[src/rtl/id_stage_pkg.sv]
// Shared widths, opcode map, instruction field positions and the opcode decoder
// used by the decode stage and its register file.
package id_stage_pkg;

  localparam int DSIZE = 16;
  localparam int NREG  = 16;

  // Instruction fields: [15:12] op, [11:8] rd, [7:4] rs, [3:0] rt / imm4.
  localparam int OP_LSB = 12;
  localparam int RD_LSB = 8;
  localparam int RS_LSB = 4;
  localparam int RT_LSB = 0;

  localparam logic [3:0] OP_ADD  = 4'h0;
  localparam logic [3:0] OP_SUB  = 4'h1;
  localparam logic [3:0] OP_AND  = 4'h2;
  localparam logic [3:0] OP_XOR  = 4'h3;
  localparam logic [3:0] OP_COM  = 4'h4;
  localparam logic [3:0] OP_MUL  = 4'h5;
  localparam logic [3:0] OP_ADDI = 4'h6;
  localparam logic [3:0] OP_LW   = 4'h7;
  localparam logic [3:0] OP_SW   = 4'h8;

  typedef struct packed {
    logic legal;
    logic uses_rt;
    logic use_imm;
    logic we;
    logic memread;
    logic memwrite;
  } ctrl_t;

  function automatic ctrl_t decode_op(input logic [3:0] op);
    ctrl_t c;
    c = '0;
    case (op)
      OP_ADD, OP_SUB, OP_AND, OP_XOR, OP_COM, OP_MUL: begin
        c.legal   = 1'b1;
        c.uses_rt = 1'b1;
        c.we      = 1'b1;
      end
      OP_ADDI: begin
        c.legal   = 1'b1;
        c.use_imm = 1'b1;
        c.we      = 1'b1;
      end
      OP_LW: begin
        c.legal   = 1'b1;
        c.use_imm = 1'b1;
        c.we      = 1'b1;
        c.memread = 1'b1;
      end
      OP_SW: begin
        c.legal    = 1'b1;
        c.uses_rt  = 1'b1;
        c.use_imm  = 1'b1;
        c.memwrite = 1'b1;
      end
      default: c = '0;
    endcase
    return c;
  endfunction

endpackage

[src/rtl/id_stage_regfile.sv]
// Register file: two combinational read ports with write-through bypass, one
// synchronous write port, r0 hardwired to zero.
module id_stage_regfile
  import id_stage_pkg::*;
(
  input  logic             clk,
  input  logic             rst,
  input  logic [3:0]       ra1,
  input  logic [3:0]       ra2,
  output logic [DSIZE-1:0] rd1,
  output logic [DSIZE-1:0] rd2,
  input  logic             we,
  input  logic [3:0]       wa,
  input  logic [DSIZE-1:0] wd
);

  logic [DSIZE-1:0] mem_q [NREG];

  genvar gi;
  generate
    for (gi = 0; gi < NREG; gi++) begin : g_reg
      always_ff @(posedge clk) begin
        if (rst || gi == 0) begin
          mem_q[gi] <= '0;
        end else if (we && wa == 4'(gi)) begin
          mem_q[gi] <= wd;
        end
      end
    end
  endgenerate

  // r0 check comes first so a write to r0 can never bypass onto a read of r0.
  always_comb begin
    rd1 = mem_q[ra1];
    if (ra1 == 4'd0)               rd1 = '0;
    else if (we && wa == ra1)      rd1 = wd;
  end

  always_comb begin
    rd2 = mem_q[ra2];
    if (ra2 == 4'd0)               rd2 = '0;
    else if (we && wa == ra2)      rd2 = wd;
  end

endmodule

[src/rtl/id_stage.sv]
// Instruction decode: register read, load-use hazard detection and the ID/EX
// pipeline register feeding the execute-stage ALU.
module id_stage
  import id_stage_pkg::*;
(
  input  logic             clk,
  input  logic             rst,
  input  logic [15:0]      id_instr,
  input  logic             id_valid,
  input  logic             flush,
  input  logic             wb_we,
  input  logic [3:0]       wb_rd,
  input  logic [DSIZE-1:0] wb_data,
  output logic             stall,
  output logic             ex_valid,
  output logic [3:0]       ex_op,
  output logic [DSIZE-1:0] ex_a,
  output logic [DSIZE-1:0] ex_b,
  output logic [DSIZE-1:0] ex_sd,
  output logic [3:0]       ex_rd,
  output logic             ex_we,
  output logic             ex_memread,
  output logic             ex_memwrite
);

  logic [3:0]       op, rd, rs, rt;
  logic [DSIZE-1:0] rs_val, rt_val, imm_ext;
  ctrl_t            ctrl;
  logic             issue;

  logic             ex_valid_q, ex_valid_d;
  logic [3:0]       ex_op_q, ex_op_d;
  logic [DSIZE-1:0] ex_a_q, ex_a_d;
  logic [DSIZE-1:0] ex_b_q, ex_b_d;
  logic [DSIZE-1:0] ex_sd_q, ex_sd_d;
  logic [3:0]       ex_rd_q, ex_rd_d;
  logic             ex_we_q, ex_we_d;
  logic             ex_memread_q, ex_memread_d;
  logic             ex_memwrite_q, ex_memwrite_d;

  assign op = id_instr[OP_LSB +: 4];
  assign rd = id_instr[RD_LSB +: 4];
  assign rs = id_instr[RS_LSB +: 4];
  assign rt = id_instr[RT_LSB +: 4];
  // imm4 and rt share the low nibble; SW uses it as both offset and data source.
  assign imm_ext = {{(DSIZE-4){rt[3]}}, rt};
  assign ctrl    = decode_op(op);

  id_stage_regfile u_regfile (
    .clk (clk),
    .rst (rst),
    .ra1 (rs),
    .ra2 (rt),
    .rd1 (rs_val),
    .rd2 (rt_val),
    .we  (wb_we),
    .wa  (wb_rd),
    .wd  (wb_data)
  );

  // Flush wins over stall so a taken branch redirects the PC immediately.
  assign stall = !rst && id_valid && !flush && ex_valid_q && ex_memread_q &&
                 (ex_rd_q != 4'd0) &&
                 ((ex_rd_q == rs) || (ctrl.uses_rt && ex_rd_q == rt));

  assign issue = id_valid && !flush && !stall && ctrl.legal;

  always_comb begin
    ex_valid_d    = 1'b0;
    ex_op_d       = '0;
    ex_a_d        = '0;
    ex_b_d        = '0;
    ex_sd_d       = '0;
    ex_rd_d       = '0;
    ex_we_d       = 1'b0;
    ex_memread_d  = 1'b0;
    ex_memwrite_d = 1'b0;
    if (issue) begin
      ex_valid_d    = 1'b1;
      ex_op_d       = op;
      ex_a_d        = rs_val;
      ex_b_d        = ctrl.use_imm ? imm_ext : rt_val;
      ex_sd_d       = ctrl.memwrite ? rt_val : '0;
      ex_rd_d       = rd;
      ex_we_d       = ctrl.we;
      ex_memread_d  = ctrl.memread;
      ex_memwrite_d = ctrl.memwrite;
    end
  end

  always_ff @(posedge clk) begin
    if (rst) begin
      ex_valid_q    <= 1'b0;
      ex_op_q       <= '0;
      ex_a_q        <= '0;
      ex_b_q        <= '0;
      ex_sd_q       <= '0;
      ex_rd_q       <= '0;
      ex_we_q       <= 1'b0;
      ex_memread_q  <= 1'b0;
      ex_memwrite_q <= 1'b0;
    end else begin
      ex_valid_q    <= ex_valid_d;
      ex_op_q       <= ex_op_d;
      ex_a_q        <= ex_a_d;
      ex_b_q        <= ex_b_d;
      ex_sd_q       <= ex_sd_d;
      ex_rd_q       <= ex_rd_d;
      ex_we_q       <= ex_we_d;
      ex_memread_q  <= ex_memread_d;
      ex_memwrite_q <= ex_memwrite_d;
    end
  end

  assign ex_valid    = ex_valid_q;
  assign ex_op       = ex_op_q;
  assign ex_a        = ex_a_q;
  assign ex_b        = ex_b_q;
  assign ex_sd       = ex_sd_q;
  assign ex_rd       = ex_rd_q;
  assign ex_we       = ex_we_q;
  assign ex_memread  = ex_memread_q;
  assign ex_memwrite = ex_memwrite_q;

endmodule

[config.mk]
export PLATFORM = sky130hd
export DESIGN_NAME = id_stage
export DESIGN_NICKNAME = d
export VERILOG_FILES = /design/src/rtl/id_stage_pkg.sv /design/src/rtl/id_stage_regfile.sv /design/src/rtl/id_stage.sv
export SDC_FILE = /design/constraint.sdc
export NUM_CORES = 1
export LEC_CHECK = 0
export CORE_MARGIN = 8
export CORE_UTILIZATION = 40
export CTS_CLUSTER_SIZE = 16
export DETAILED_ROUTE_END_ITERATION = 7
export PLACE_DENSITY = 0.56
export SLEW_MARGIN = 40
export SYNTH_ARGS = -nofsm -noshare
export SYNTH_HDL_FRONTEND = slang
export SYNTH_SLANG_ARGS = --single-unit
[constraint.sdc]
create_clock -name clk -period 3.6 [get_ports clk]
set_clock_uncertainty 0.15 [all_clocks]
set_input_delay 1.08 -clock clk [delete_from_list [all_inputs] [get_ports clk]]
set_output_delay 1.08 -clock clk [all_outputs]
set_load 0.1 [all_outputs]
# --- Word level (Yosys, flattened, before mapping) ---
# Memory sizes are Yosys's and may differ from the RTL's.
# Cells that the tools add are included.
classes:
  n_addsub: 0
  mul: 0
  n_div: 0
  n_lt_le_gt_ge: 0
  n_eq_ne: 27
  shifts: 0
  mux: 73
  bitwise_logic: 17
  reduce_logical: 42
op_table:
  columns: ["operator", "n"]
  rows:
  - ["2-to-1 mux 16 bit", 19]
  - ["2-to-1 mux 1 bit", 54]
  - ["== test 4 bit, second input constant", 9]
  - ["== test 4 x 3 -> 1 bit, second input constant", 8]
  - ["logical AND 1 bit", 27]
  - ["== test 4 x 2 -> 1 bit, second input constant", 4]
  - ["== test 4 bit", 4]
  - ["bitwise OR 1 bit", 15]
  - ["zero test 4 bit", 3]
  - ["OR reduction 3 bit", 3]
  - ["OR reduction 9 bit", 1]
  - ["== test 4 x 1 -> 1 bit, second input constant", 2]
  - ["OR reduction 8 bit", 1]
  - ["OR reduction 7 bit", 1]
  - ["nonzero test 4 bit", 1]
  - ["zero test 1 bit", 3]
  - ["NOT 1 bit", 2]
  - ["OR reduction 2 bit", 1]
  - ["logical OR 1 bit", 1]
totals:
  regBits: 60
  latchBits: 0
  ram_bits: 256
  rom_bits: 0
  out_inout_bits: 61
  wordCells: 169
  n_memories: 1
mem_list:
  columns: ["memory", "depth", "word_bits", "read_ports", "rd_ports_with_merged_regs", "wr", "line_no", "text"]
  rows:
  - ["u_regfile.mem_q", 16, 16, 2, 0, 16, "id_stage_regfile.sv:17", "logic [DSIZE-1:0] mem_q [NREG];"]

# --- Logic depth before layout (Yosys ltp) ---
depth:
  ltp_word: 12
  ltp_mapped: 9
  depth_no_buf: 5

# --- Hierarchy ---
# A second synthesis with hierarchy kept.
unflattened:
  hier_cells: 1231
  hier_area_um2: 15773.9
by_module_without_submodules:
  columns: ["mod", "n_inst", "cells_each", "area_per_inst_um2"]
  rows:
  - ["id_stage_regfile", 1, 1032, 13669.4]
  - ["id_stage", 1, 199, 2104.5]

# --- Least setup slack after synthesis ---
# OpenSTA, ideal clock, no wires.
synth_timing:
  path_kind: "in2out"
  from: "input id_instr[6]"
  to: "output stall"
  t_arrival_ns: 3.313
  slack_ns: -0.943
  stages: 6
  cell_sequence: "buf_4 -> xor2_1 -> nor4_1 -> a21o_1 -> nand2_1 -> nor2_1"
synth_via:
  elab_chain_len: 3
synth_rtl:
  columns: ["item", "line_no", "text"]
  rows:
  - ["start: declaration", "id_stage.sv:8", "input logic [15:0] id_instr,"]
  - ["== test 4 bit", "id_stage.sv:64", "((ex_rd_q == rs) || (ctrl.uses_rt && ex_rd_q == rt));"]
  - ["logical OR 1 bit", "id_stage.sv:64", null]
  - ["logical AND 1 bit", "id_stage.sv:63", "(ex_rd_q != 4'd0) &&"]
  - ["end: declaration", "id_stage.sv:14", "output logic stall,"]
# Every way passes these cells.

# --- Worst setup path after layout ---
layout_timing:
  from: "input id_instr[2]"
  to: "output stall"
layout_via:
  elab_chain_len: 4
layout_rtl:
  columns: ["item", "line_no"]
  rows:
  - ["== test 4 bit", "id_stage.sv:64"]
  - ["logical AND 1 bit", "id_stage.sv:64"]
  - ["logical OR 1 bit", "id_stage.sv:64"]
  - ["logical AND 1 bit", "id_stage.sv:63"]
# Every way passes these cells.

==> impl_metrics.toml <==
[sta]
tns_ns = 0
max_freq_mhz = 280
finalCritPeriodShare = 0.992
finalSetupViolCount = 0
hold_viol = 0
slew_headroom = 0.445
rsz0062_at_grt = "yes"
max_slew.worst_pin.slew_ns = 0.829
drv_slew = 0
min_period_ns = 3.57

[synthesis]
synth.area.top_cells = "edfxtp_1 47%, mux4_2 14%, and2_1 9.9%"
ys_seq_area_frac = 0.543
synth_edf_count = 240
ys_async_sr_fraction = 0
syn_area_mm2 = 0.0155
syn-instance-count = 1151
yosysUniqueCellTypes = 53
synth_most_common_cell = "and2_1"
synth_common_cells = "245 x and2_1, 240 x edfxtp_1, 95 x mux4_2"
synth.largest_area_cell = "edfxtp_1"
synth_ff_type = "edfxtp_1"
synth.ff_latch_count = 300
ys_warn_count = 0
synth_nets = 1192
syn_avg_cell_area_um2 = 13.5
synthDominantCellAreaShare = 0.465

[setup_path]
path_class = "input pin to output pin"
max_stage_delay_ns = 0.31
required_ns = 2.37
critical-path-slowest-cell = "nor4_1"
end_kind = "output pin"
crit_family = "simple AND/OR/NAND/NOR gates"
cp_cell_sequence = "buf_6 > xor2_1 > nor4_1 > buf_4 > a21o_1 > nand2_2 > nor2_4 > buf_12"
path_max_fanout = 2
critPathLaunchType = "input pin"
crit_buf_inv = 3
crit_arrival_ns = 2.34
worst-path-stages = 8
reg2reg_depth = 9

[die]
die_x_um = 213
initial_core_util = 0.403
die-area_mm2 = 0.0453
core_mm2 = 0.0385
fp-row-count = 72
die_y_um = 213
io_pins = 102

[place]
portBuffers = 101
dpl.hpwl_um = 31200
gp_congestion = 0.868

[finish]
drive_above_1_share = 0.297
multi_input_comb_area_mm2 = 0.00649
fill_cells = 3385
nNetsFinal = 1330
regArea_mm2 = 0.00841
area_growth_pct = 19.1
final_util = 0.480
diodes = 0

[power]
p_leak_nw = 6.86
ir_drop_mv = 0.243
p_per_area_mw_per_mm2 = 462

[hold_path]
worstHoldPathType = "register to register"
hold_depth = 4

[global_routing]
grt_pass1_vias = 10300
grt_use_met2 = 0.307
use_met3 = 0.0407
grt_pass1_wl_um = 67300
gr-max-usage-layer = "met2"
grt-ovfl-total = 0
grt_max_degree = 68
grt_use_total = 0.199
antenna_found_initial = 0
met1_usage = 0.281

[run_status]
status = "complete, no violations"

[route]
dr_total_vias = 10200
routedWlPerCell_um = 24.7
firstDrtPassIters = 5
postRouteAntennaNets = 0
drc_errors = 0
via_per_inst = 5.58
wl_um = 45100
drt_iter0_markers = 1017

[clock_tree]
ctsHoldBuffers = 0
clock-sinks = 300
clkTransAtPathRegs_ns = 0.07
cts_buffer_depth = 3
cts_tree = "built"
h-tree-depth = 2
worstSkewPairLatency_ns = 0.52
cts_root_buffer = "clkbuf_16"
cts-buffers-inserted = 34

[job]
cap_violations = 0
registers in the layout (all words and copies together) (netlist names):
signal,cells
ex_b,16
ex_a,16
ex_rd,4
ex_op,4
ex_valid,1
ex_sd,16
ex_memwrite,1
ex_we,1
ex_memread,1
u_regfile.mem_q,240
worst paths after layout:
kind	slack, ns	to	startpoint
setup / recovery	0.03	stall	id_instr[2]
setup reg to reg	1.12	ex_sd[11]$_SDFF_PP0_	ex_rd[3]$_SDFF_PP0_
hold reg to reg	0.73	ex_b[15]$_SDFF_PP0_	u_regfile.mem_q[1][15]$_SDFFCE_PN0P_
hold / removal	0.73	ex_b[15]$_SDFF_PP0_	u_regfile.mem_q[1][15]$_SDFFCE_PN0P_
cell families (layout without fill, tap and decap cells):
logic type / Yosys count / count (layout) / share of synthesized area
xor+xnor: 16 / 16 / 0.00905
compound gates: 153 / 153 / 0.0681
buf+inv: 130 / 291 / 0.0413
flops: 300 / 300 / 0.543
simple gates: 373 / 373 / 0.140
mux: 179 / 179 / 0.199
per-layer routing:
layer	wire length [µm]	share of wire	vias up
met5	0	0	-
met4	930	0.021	0
met3	3630	0.080	48
met2	20200	0.45	388
met1	20300	0.45	5175
li1	-	-	4602
placed cells by master (no fill, tap or decap), types with 3 or more instances in the layout:
cell and instances:
nand2b_1 7, clkdlybuf4s50_1 29, a21oi_1 27, o221ai_1 13, o21ai_0 13, clkinv_1 8, a211oi_1 10, o22ai_1 26
mux2i_1 19, mux2_2 64, nand3_1 15, nor2b_1 5, a22o_1 16, inv_1 31, a311oi_1 3, a2111oi_1 6
o21ai_1 12, clkbuf_1 6, nor4_1 8, dfxtp_1 60, buf_4 153, clkbuf_16 37, edfxtp_1 240, and3_1 5
mux4_2 95, a22oi_1 16, and2_1 245, buf_12 10, nand2_1 19, nor2_1 44, nor2_2 4, o2111ai_1 3
xor2_1 14
what timing repair did:
item | 4_1_cts | 5_1_grt
pin swaps | 5 | 6
gates cloned | 0 | 0
buffers inserted | 1 | 2
gates resized for setup | 9 | 6
setup endpoints to repair | 1 | 1
metrics by stage:
step	hold slack, ns	instances	setup WS [ns]	instance area (µm²)	total power [W]
5_1_grt	0.762	1830	-0.0458	18500	0.00881
3_5_place_dp	0.699	1768	-0.280	17300	0.00520
4_1_cts	0.715	1828	0.0149	18400	0.00858
2_1_floorplan	0.584	1151	-0.116	15500	0.00478
6_report	0.730	1830	0.0290	18500	0.00852
3_3_place_gp	0.678	1768	-0.284	17300	0.00518
worst register-to-register path, delay by kind of cell (launching register included):
| family | cells | cell delay (ns) |
|---|---|---|
| XOR/XNOR | 1 | 0.26 |
| flip-flops | 1 | 0.45 |
| AND/OR/NAND/NOR | 1 | 0.08 |
| buffers and inverters | 4 | 0.55 |
| AO/OA/AOI/OAI | 3 | 0.88 |
where the power goes:
group	total, W	internal, W	switching, W
Sequential	0.00401	0.00392	0.0000886
Combinational	0.00113	0.000481	0.000647
Clock	0.00339	0.00198	0.00140
cell type report:
type / count / area share
inverters: 32 / 0.00651
repair buffers: 200 / 0.0929
clock buffers: 45 / 0.0529
clock inverters: 14 / 0.00542
multi-input cells: 721 / 0.352
flip-flops and latches: 300 / 0.456
well taps: 518 / 0.0351
Power figures use the tool's default switching activity.
